`src/rtl/sd_spi_pkg.sv`:
```
// Shared types and constants for the SD-card SPI-mode responder.
// CRC helpers are only referenced when SD_SPI_CRC_EN is defined.
package sd_spi_pkg;

    typedef enum logic [2:0] {
        S_IDLE,
        S_CMD,
        S_NCR,
        S_RESP,
        S_FETCH,
        S_TOKEN,
        S_DATA,
        S_CRC
    } state_t;

    localparam logic [5:0] CMD_GO_IDLE     = 6'd0;
    localparam logic [5:0] CMD_SEND_IF     = 6'd8;
    localparam logic [5:0] CMD_READ_SINGLE = 6'd17;
    localparam logic [5:0] CMD_APP_OP      = 6'd41;
    localparam logic [5:0] CMD_APP         = 6'd55;
    localparam logic [5:0] CMD_READ_OCR    = 6'd58;

    localparam logic [7:0] R1_IDLE    = 8'h01;
    localparam logic [7:0] R1_ILLEGAL = 8'h04;
    localparam logic [7:0] R1_CRC_ERR = 8'h08;

    localparam logic [31:0] OCR       = 32'hC0FF_8000;
    localparam logic [7:0]  TOKEN     = 8'hFE;
    localparam logic [7:0]  IDLE_BYTE = 8'hFF;
    localparam int          BLOCK_SIZE = 512;
    localparam logic [8:0]  LAST_IDX  = 9'(BLOCK_SIZE - 1);

    function automatic logic [6:0] crc7_byte(input logic [6:0] crc, input logic [7:0] d);
        logic [6:0] c;
        logic       fb;
        c = crc;
        for (int i = 7; i >= 0; i--) begin
            fb = c[6] ^ d[i];
            c  = {c[5:0], 1'b0};
            if (fb) c = c ^ 7'h09;
        end
        return c;
    endfunction

    function automatic logic [15:0] crc16_byte(input logic [15:0] crc, input logic [7:0] d);
        logic [15:0] c;
        logic        fb;
        c = crc;
        for (int i = 7; i >= 0; i--) begin
            fb = c[15] ^ d[i];
            c  = {c[14:0], 1'b0};
            if (fb) c = c ^ 16'h1021;
        end
        return c;
    endfunction

endpackage

```
`src/rtl/sd_spi_shifter.sv`:
```
// SPI mode-0 byte engine: synchronizes SCK/MOSI/nCS onto clk, shifts rx on
// SCK rise and tx on SCK fall, and strobes byte-valid / tx-load events.
module sd_spi_shifter
    import sd_spi_pkg::*;
(
    input  logic       clk,
    input  logic       n_rst,
    input  logic       sck,
    input  logic       mosi,
    input  logic       n_cs,
    input  logic [7:0] tx_byte,
    output logic       miso,
    output logic       miso_oe,
    output logic [7:0] rx_byte,
    output logic       rx_valid,
    output logic       tx_load,
    output logic       desel
);
    logic       sck_p0, sck_p1, sck_p2;
    logic       mosi_p0, mosi_p1;
    logic       cs_p0, cs_p1, cs_p2;
    logic [7:0] rx_sr, tx_sr;
    logic [2:0] bit_cnt;
    logic       load_pend;
    logic       sck_rise, sck_fall, cs_fall;

    assign sck_rise = sck_p1 & ~sck_p2;
    assign sck_fall = ~sck_p1 & sck_p2;
    assign cs_fall  = ~cs_p1 & cs_p2;
    assign desel    = cs_p1 & ~cs_p2;
    assign miso_oe  = ~cs_p1;
    assign miso     = cs_p1 ? 1'b1 : tx_sr[7];

    always_ff @(posedge clk or negedge n_rst) begin
        if (!n_rst) begin
            sck_p0    <= 1'b0;
            sck_p1    <= 1'b0;
            sck_p2    <= 1'b0;
            mosi_p0   <= 1'b0;
            mosi_p1   <= 1'b0;
            cs_p0     <= 1'b1;
            cs_p1     <= 1'b1;
            cs_p2     <= 1'b1;
            rx_sr     <= 8'h00;
            tx_sr     <= IDLE_BYTE;
            rx_byte   <= 8'h00;
            rx_valid  <= 1'b0;
            tx_load   <= 1'b0;
            bit_cnt   <= 3'd0;
            load_pend <= 1'b0;
        end else begin
            sck_p0   <= sck;
            sck_p1   <= sck_p0;
            sck_p2   <= sck_p1;
            mosi_p0  <= mosi;
            mosi_p1  <= mosi_p0;
            cs_p0    <= n_cs;
            cs_p1    <= cs_p0;
            cs_p2    <= cs_p1;
            rx_valid <= 1'b0;
            tx_load  <= 1'b0;
            // deselect discards any partial byte; select presents the MSB before the first rise
            if (cs_p1) begin
                bit_cnt   <= 3'd0;
                load_pend <= 1'b0;
                tx_sr     <= IDLE_BYTE;
            end else if (cs_fall) begin
                tx_sr     <= tx_byte;
                tx_load   <= 1'b1;
                bit_cnt   <= 3'd0;
                load_pend <= 1'b0;
            end else begin
                if (sck_rise) begin
                    rx_sr   <= {rx_sr[6:0], mosi_p1};
                    bit_cnt <= bit_cnt + 3'd1;
                    if (bit_cnt == 3'd7) begin
                        rx_byte   <= {rx_sr[6:0], mosi_p1};
                        rx_valid  <= 1'b1;
                        load_pend <= 1'b1;
                    end
                end
                if (sck_fall) begin
                    if (load_pend) begin
                        tx_sr     <= tx_byte;
                        tx_load   <= 1'b1;
                        load_pend <= 1'b0;
                    end else begin
                        tx_sr <= {tx_sr[6:0], 1'b1};
                    end
                end
            end
        end
    end

endmodule

```
`src/rtl/sd_spi_card.sv`:
```
// SD-card SPI-mode responder: frames commands, answers CMD0/8/55/ACMD41/58/17
// and streams 512-byte blocks from the byte-read port. Option macro: SD_SPI_CRC_EN.
module sd_spi_card
    import sd_spi_pkg::*;
(
    input  logic        clk,
    input  logic        n_rst,
    input  logic        sck,
    input  logic        mosi,
    input  logic        n_cs,
    output logic        miso,
    output logic        miso_oe,
    output logic        rd_req,
    output logic [31:0] rd_lba,
    output logic [8:0]  rd_idx,
    input  logic [7:0]  rd_data,
    input  logic        rd_ack
);
    state_t      state, state_nx;
    logic [7:0]  tx_next, tx_nx, rx_byte;
    logic        rx_valid, tx_load, desel;
    logic [5:0]  cmd_idx;
    logic [31:0] arg;
    logic [2:0]  byte_cnt;
    logic [7:0]  r1;
    logic [31:0] resp_tail;
    logic [2:0]  resp_left;
    logic        is_read, idle_st, app;
    logic [7:0]  data_buf;
    logic        data_ok;
    logic [8:0]  data_cnt;
    logic        crc_cnt;
    logic [7:0]  crc_hi, crc_lo;
    logic [7:0]  dec_r1;
    logic [31:0] dec_tail;
    logic        dec_long, dec_read, dec_idle, dec_app, crc_bad;

`ifdef SD_SPI_CRC_EN
    logic [6:0]  crc7;
    logic [15:0] crc16;
    assign crc_bad = (crc7 != rx_byte[7:1]);
    assign crc_hi  = crc16[15:8];
    assign crc_lo  = crc16[7:0];
`else
    assign crc_bad = 1'b0;
    assign crc_hi  = IDLE_BYTE;
    assign crc_lo  = IDLE_BYTE;
`endif

    sd_spi_shifter u_shifter (
        .clk      (clk),
        .n_rst    (n_rst),
        .sck      (sck),
        .mosi     (mosi),
        .n_cs     (n_cs),
        .tx_byte  (tx_next),
        .miso     (miso),
        .miso_oe  (miso_oe),
        .rx_byte  (rx_byte),
        .rx_valid (rx_valid),
        .tx_load  (tx_load),
        .desel    (desel)
    );

    // command decode, evaluated while the final (CRC) command byte is valid
    always_comb begin
        dec_r1   = {7'd0, idle_st};
        dec_tail = 32'hFFFF_FFFF;
        dec_long = 1'b0;
        dec_read = 1'b0;
        dec_idle = idle_st;
        dec_app  = 1'b0;
        if (crc_bad) begin
            dec_r1  = R1_CRC_ERR | {7'd0, idle_st};
            dec_app = app;
        end else if (app && cmd_idx == CMD_APP_OP) begin
            dec_idle = 1'b0;
            dec_r1   = 8'h00;
        end else begin
            case (cmd_idx)
                CMD_GO_IDLE: begin
                    dec_idle = 1'b1;
                    dec_r1   = R1_IDLE;
                end
                CMD_SEND_IF: begin
                    dec_long = 1'b1;
                    dec_tail = {16'h0000, 8'h01, arg[7:0]};
                end
                CMD_APP:      dec_app = 1'b1;
                CMD_READ_OCR: begin
                    dec_long = 1'b1;
                    dec_tail = OCR;
                end
                CMD_READ_SINGLE: begin
                    if (idle_st) dec_r1 = R1_IDLE | R1_ILLEGAL;
                    else         dec_read = 1'b1;
                end
                default: dec_r1 = {7'd0, idle_st} | R1_ILLEGAL;
            endcase
        end
    end

    // byte-slot FSM: at each received byte, choose the byte for the next slot
    always_comb begin
        state_nx = state;
        tx_nx    = tx_next;
        if (rx_valid) begin
            case (state)
                S_IDLE:  if (rx_byte[7:6] == 2'b01) state_nx = S_CMD;
                S_CMD:   if (byte_cnt == 3'd4) state_nx = S_NCR;
                S_NCR: begin
                    state_nx = S_RESP;
                    tx_nx    = r1;
                end
                S_RESP: begin
                    if (resp_left != 3'd0) begin
                        tx_nx = resp_tail[31:24];
                    end else begin
                        tx_nx    = IDLE_BYTE;
                        state_nx = is_read ? S_FETCH : S_IDLE;
                    end
                end
                S_FETCH: if (data_ok) begin
                    state_nx = S_TOKEN;
                    tx_nx    = TOKEN;
                end
                S_TOKEN: begin
                    state_nx = S_DATA;
                    tx_nx    = data_buf;
                end
                S_DATA: begin
                    if (data_cnt == LAST_IDX) begin
                        state_nx = S_CRC;
                        tx_nx    = crc_hi;
                    end else begin
                        tx_nx = data_buf;
                    end
                end
                S_CRC: begin
                    if (crc_cnt) begin
                        state_nx = S_IDLE;
                        tx_nx    = IDLE_BYTE;
                    end else begin
                        tx_nx = crc_lo;
                    end
                end
                default: state_nx = S_IDLE;
            endcase
        end
        if (desel) begin
            state_nx = S_IDLE;
            tx_nx    = IDLE_BYTE;
        end
    end

    always_ff @(posedge clk or negedge n_rst) begin
        if (!n_rst) state <= S_IDLE;
        else        state <= state_nx;
    end

    always_ff @(posedge clk or negedge n_rst) begin
        if (!n_rst) begin
            tx_next   <= IDLE_BYTE;
            cmd_idx   <= 6'd0;
            arg       <= 32'd0;
            byte_cnt  <= 3'd0;
            r1        <= 8'h00;
            resp_tail <= 32'd0;
            resp_left <= 3'd0;
            is_read   <= 1'b0;
            idle_st   <= 1'b1;
            app       <= 1'b0;
            data_buf  <= 8'h00;
            data_ok   <= 1'b0;
            data_cnt  <= 9'd0;
            crc_cnt   <= 1'b0;
            rd_req    <= 1'b0;
            rd_lba    <= 32'd0;
            rd_idx    <= 9'd0;
`ifdef SD_SPI_CRC_EN
            crc7      <= 7'd0;
            crc16     <= 16'd0;
`endif
        end else begin
            tx_next <= tx_nx;
            if (rx_valid) begin
                case (state)
                    S_IDLE: if (rx_byte[7:6] == 2'b01) begin
                        cmd_idx  <= rx_byte[5:0];
                        byte_cnt <= 3'd0;
`ifdef SD_SPI_CRC_EN
                        crc7     <= crc7_byte(7'd0, rx_byte);
`endif
                    end
                    S_CMD: begin
                        if (byte_cnt == 3'd4) begin
                            r1        <= dec_r1;
                            resp_tail <= dec_tail;
                            resp_left <= dec_long ? 3'd4 : 3'd0;
                            is_read   <= dec_read;
                            idle_st   <= dec_idle;
                            app       <= dec_app;
                        end else begin
                            arg      <= {arg[23:0], rx_byte};
                            byte_cnt <= byte_cnt + 3'd1;
`ifdef SD_SPI_CRC_EN
                            crc7     <= crc7_byte(crc7, rx_byte);
`endif
                        end
                    end
                    S_RESP: if (resp_left != 3'd0) begin
                        resp_tail <= {resp_tail[23:0], IDLE_BYTE};
                        resp_left <= resp_left - 3'd1;
                    end
                    S_TOKEN: begin
                        data_cnt <= 9'd0;
`ifdef SD_SPI_CRC_EN
                        crc16    <= crc16_byte(16'd0, data_buf);
`endif
                    end
                    S_DATA: begin
                        if (data_cnt != LAST_IDX) begin
                            data_cnt <= data_cnt + 9'd1;
`ifdef SD_SPI_CRC_EN
                            crc16    <= crc16_byte(crc16, data_buf);
`endif
                        end else begin
                            crc_cnt <= 1'b0;
                        end
                    end
                    S_CRC:   crc_cnt <= 1'b1;
                    default: ;
                endcase
            end

            if (rd_req && rd_ack) begin
                rd_req   <= 1'b0;
                data_buf <= rd_data;
                data_ok  <= 1'b1;
            end
            // prefetch: the next byte is requested as soon as the current one enters the tx reg
            if (state == S_RESP && state_nx == S_FETCH) begin
                rd_req  <= 1'b1;
                rd_lba  <= arg;
                rd_idx  <= 9'd0;
                data_ok <= 1'b0;
            end else if (state == S_DATA && tx_load && rd_idx != LAST_IDX) begin
                rd_req <= 1'b1;
                rd_idx <= rd_idx + 9'd1;
            end
            if (desel) rd_req <= 1'b0;
        end
    end

endmodule

```
`config.mk`:
```
export PLATFORM = sky130hd
export DESIGN_NAME = sd_spi_card
export DESIGN_NICKNAME = d
export VERILOG_FILES = /design/src/rtl/sd_spi_pkg.sv /design/src/rtl/sd_spi_shifter.sv /design/src/rtl/sd_spi_card.sv
export SDC_FILE = /design/constraint.sdc
export NUM_CORES = 1
export LEC_CHECK = 0
export CORE_ASPECT_RATIO = 1.4
export CORE_UTILIZATION = 60
export DETAILED_ROUTE_END_ITERATION = 12
export PLACE_DENSITY = 0.77
export SETUP_SLACK_MARGIN = 0.5
export SLEW_MARGIN = 0
export SYNTH_ARGS = -nofsm -noshare
export SYNTH_HDL_FRONTEND = slang
export SYNTH_SLANG_ARGS = --single-unit
```
`constraint.sdc`:
```
create_clock -name clk -period 3.4 [get_ports clk]
set_input_delay 0.51 -clock clk [delete_from_list [all_inputs] [get_ports clk]]
set_output_delay 0.51 -clock clk [all_outputs]
set_load 0.02 [all_outputs]
```
==> flow_metrics.py <==
metrics = {
    "critical_path": {
        "worstPathMaxFanout": 6,
        "critPathBufInv": 0,
        "start_kind": "flop",
        "crit_slowest_cell": "or3b_1",
        "crit_arrival_ns": 2.76,
        "worstPathCellList": "ha_1 -> nand3_1 -> nor3_1 -> ha_1 -> or3b_1 -> a2111oi_4 -> xnor2_1 -> nor2_1",
        "critPathCaptureType": "flop",
        "rr_worst_depth": 8,
        "max_stage_delay_ns": 0.51,
        "crit_top_cell": "ha_1",
        "cp_num_cells": 8,
        "path_delay_family": "simple AND/OR/NAND/NOR gates",
        "crit_type": "reg -> reg",
        "required_ns": 3.70,
    },
    "yosys": {
        "synthXorXnorAreaFrac_pct": 1.39,
        "synth_area_leaders": "dfrtp_1 (52%), mux2_2 (13%), dfstp_2 (6.4%), a221o_1 (2.2%), o21ai_0 (2.0%)",
        "ys_seq_elements": 190,
        "synthTopCellsByCount": "dfrtp_1 (170), mux2_2 (94), nor2_1 (40)",
        "synth_top_area_cell": "dfrtp_1",
        "avgSynthCellArea_um2": 12.2,
        "synthSimpleGateAreaFrac_pct": 10.8,
        "synth_top_family_by_area": "multiplexers",
        "syn-num-nets": 699,
        "synth_compound_area_share_pct": 10.9,
        "synth-adder-area-share_pct": 1.52,
        "yosysWarnings": 0,
        "synth.top_cell.area_share_pct": 51.8,
        "synth_enable_flop_cells": 0,
        "synth_mux_area_share_pct": 14.1,
        "synth.lib_cells_used.distinct": 61,
        "yosysMostFrequentCell": "dfrtp_1",
        "yosys_most_used_dff": "dfrtp_1",
        "synthArstFlopShare_pct": 100,
        "ys_seq_area_share_pct": 58.2,
        "synth_area_um2": 8220,
        "synth_cells": 675,
    },
    "timing": {
        "period_share_pct": 72.3,
        "worst_pin_slew_ns": 0.980,
        "setup-tns-final_ns": 0,
        "layout_min_cycle_time_ns": 2.46,
        "slew-limit-headroom_pct": 34.4,
        "setup_slack_ns": 0.942,
        "setup_viol": 0,
        "rsz0062_at_grt": "false",
        "finClkSkew_ns": 0.00854,
        "fmax_mhz": 407,
        "slew_viol_final": 0,
        "holdWs_ns": 0.153,
        "hold_violations": 0,
    },
    "power": {
        "clkPwrFrac_pct": 44.0,
        "internal_power_mw": 3.40,
        "power_mw": 4.37,
        "peakVddDrop_mv": 0.446,
        "combPwrFrac_pct": 2.7,
        "swShare_pct": 22.2,
        "switching_power_uw": 969,
        "p_seq_share_pct": 53.3,
        "power_density_nw_per_um2": 458,
        "power.leakage_nw": 4.44,
    },
    "layout": {
        "synthToLayoutAreaGrowth_pct": 15.9,
        "nets": 748,
        "drive_gt1_share_pct": 23.2,
        "postLayoutCoreUtil_pct": 71.1,
        "stdcell_count": 919,
        "antenna_cells": 0,
        "final_area_um2": 9520,
    },
    "routing": {
        "ant_nets": 0,
        "drt-total-wl_mm": 16.4,
        "routedWlPerCell_um": 17.8,
        "drc": 0,
        "drtPass1Iterations": 5,
        "routed_via_density": 5.94,
        "vias": 5455,
        "drtIter0Drc": 301,
    },
    "clocking": {
        "cts.sinks": 190,
        "cts_tree": "yes",
        "h-tree-depth": 4,
        "cts_root_buf": "clkbuf_16",
        "cts_hold_buffers": 0,
        "post-cts-setup-buffers": 0,
        "clk_latency_ns": 0.43,
        "cts_resized": 0,
        "clk_pin_slew_ns": 0.07,
        "cts-buffers-inserted": 17,
        "clock_path_buffers": 2,
    },
    "run_status": {
        "status": "finished clean",
    },
    "floorplanning": {
        "io_pins": 58,
        "die_w_um": 101,
        "fp.dieH_um": 140,
        "coreArea_um2": 13400,
        "core.rowCount": 50,
        "initial_core_util_pct": 61.4,
        "design.die.area_um2": 14200,
    },
    "global_routing": {
        "grt_max_degree": 87,
        "gr-total-overflow": 0,
        "grt_pass1_wl_mm": 27.9,
        "grt.total_usage_pct": 25.5,
        "grt_pass1_vias": 5705,
        "antenna_found_initial": 0,
    },
    "place": {
        "hpwlAfterDp_mm": 11.1,
        "dp_cells": 887,
        "post-place-ws_ns": 0.956,
        "numPortBuffers": 57,
        "place_congestion": 0.860,
        "post_dp_cell_area_um2": 8950,
    },
    "flow_run": {
        "drv_cap": 0,
    },
    "hold_path": {
        "hp-class": "in -> async",
    },
}
[cell usage in the layout, fill, tap and decap left out, types with 5 or more instances in the layout]
| master | netlist | layout |
|---|---|---|
| a21oi_1 | 30 | 30 |
| nor3_1 | 27 | 27 |
| mux2_2 | 94 | 94 |
| dfrtp_1 | 170 | 170 |
| o21ai_0 | 33 | 33 |
| a31oi_1 | 11 | 11 |
| buf_4 | 3 | 10 |
| a221o_1 | 18 | 18 |
| xnor2_1 | 5 | 5 |
| ha_1 | 10 | 10 |
| xor2_1 | 8 | 8 |
| dfstp_2 | 20 | 20 |
| nand2_1 | 30 | 30 |
| a22o_1 | 5 | 5 |
| nor2b_1 | 6 | 6 |
| inv_1 | 12 | 12 |
| nand3_1 | 31 | 31 |
| nor2_1 | 40 | 40 |
| clkdlybuf4s50_1 | 0 | 56 |
| mux2i_1 | 10 | 10 |
| nand4_1 | 5 | 5 |
| or3_1 | 6 | 6 |
| clkbuf_16 | 0 | 17 |
| a211oi_1 | 5 | 5 |
[state kept, by name, indices dropped and copies added (netlist names), 2 cells and up]
register and flops:
arg 32, rd_lba 32, resp_tail 32, data_cnt 9, rd_idx 9, data_buf 8, tx_next 8, u_shifter.rx_byte 8
u_shifter.tx_sr 8, u_shifter.rx_sr 7, cmd_idx 6, byte_cnt 3, resp_left 3, state 3, u_shifter.bit_cnt 3, r1 2
[worst reg2reg max path: stages (launching register included)]
cell and delay (ns):
dfrtp_1 0.43, ha_1 0.23, nand3_1 0.17, nor3_1 0.10, ha_1 0.25, or3b_1 0.51
a2111oi_4 0.41, xnor2_1 0.17, nor2_1 0.06
[logic make-up (layout without fill, tap and decap cells)]
group                      Yosys count  in the layout
AOI/OAI and AO/OA                  131            131
and+or+nand+nor                    175            175
buffers and inverters               52            114
DFF                                190            190
adders and majority gates           10             10
xor gates and xnor gates            13             13
muxes                              104            104
[path summary, 6_finish.rpt]
kind / startpoint / to / slack [ns]
max reg2reg: data_cnt[0]$_DFFE_PN0P_ / data_cnt[6]$_DFFE_PN0P_ / 0.94
min reg2reg: u_shifter.mosi_p0$_DFF_PN0_ / u_shifter.mosi_p1$_DFF_PN0_ / 0.35
max in group asynchronous: n_rst / u_shifter.tx_sr[6]$_DFFE_PN1P_ / 2.45
max: data_cnt[0]$_DFFE_PN0P_ / data_cnt[6]$_DFFE_PN0P_ / 0.94
min: n_rst / rd_idx[2]$_DFFE_PN0P_ / 0.15
min in group clk: u_shifter.mosi_p0$_DFF_PN0_ / u_shifter.mosi_p1$_DFF_PN0_ / 0.35
[per-layer routing]
| layer | vias to the layer above | track usage (%) | share of wire [%] | routed length, um |
|---|---|---|---|---|
| met2 | 125 | 43.5 | 52 | 8600 |
| met5 | - | 0 | 0 | 0 |
| met4 | 0 | 11.4 | 3.3 | 544 |
| met1 | 2757 | 30.1 | 40 | 6640 |
| met3 | 40 | 6.69 | 3.7 | 610 |
| li1 | 2533 | - | - | - |
[area by class of cell]
class,instances,area (um^2)
repair buffers,70,707
inverters,12,45.0
multi-input cells,433,3190
clock inverters,13,131
clock buffers,19,443
well taps,182,228
fillers,962,3860
flip-flops and latches,190,4780
[power groups by stage]
| stage | logic, mW | clock network (mW) | registers [mW] |
|---|---|---|---|
| 3_5_place_dp | 0.119 | 0 | 2.37 |
| 6_report | 0.116 | 1.92 | 2.33 |
| 3_3_place_gp | 0.115 | 0 | 2.37 |
| 5_1_grt | 0.133 | 2.04 | 2.33 |
| 2_1_floorplan | 0.0492 | 0 | 2.36 |
| 4_1_cts | 0.120 | 1.95 | 2.33 |
(Power assumes the default switching activity.)
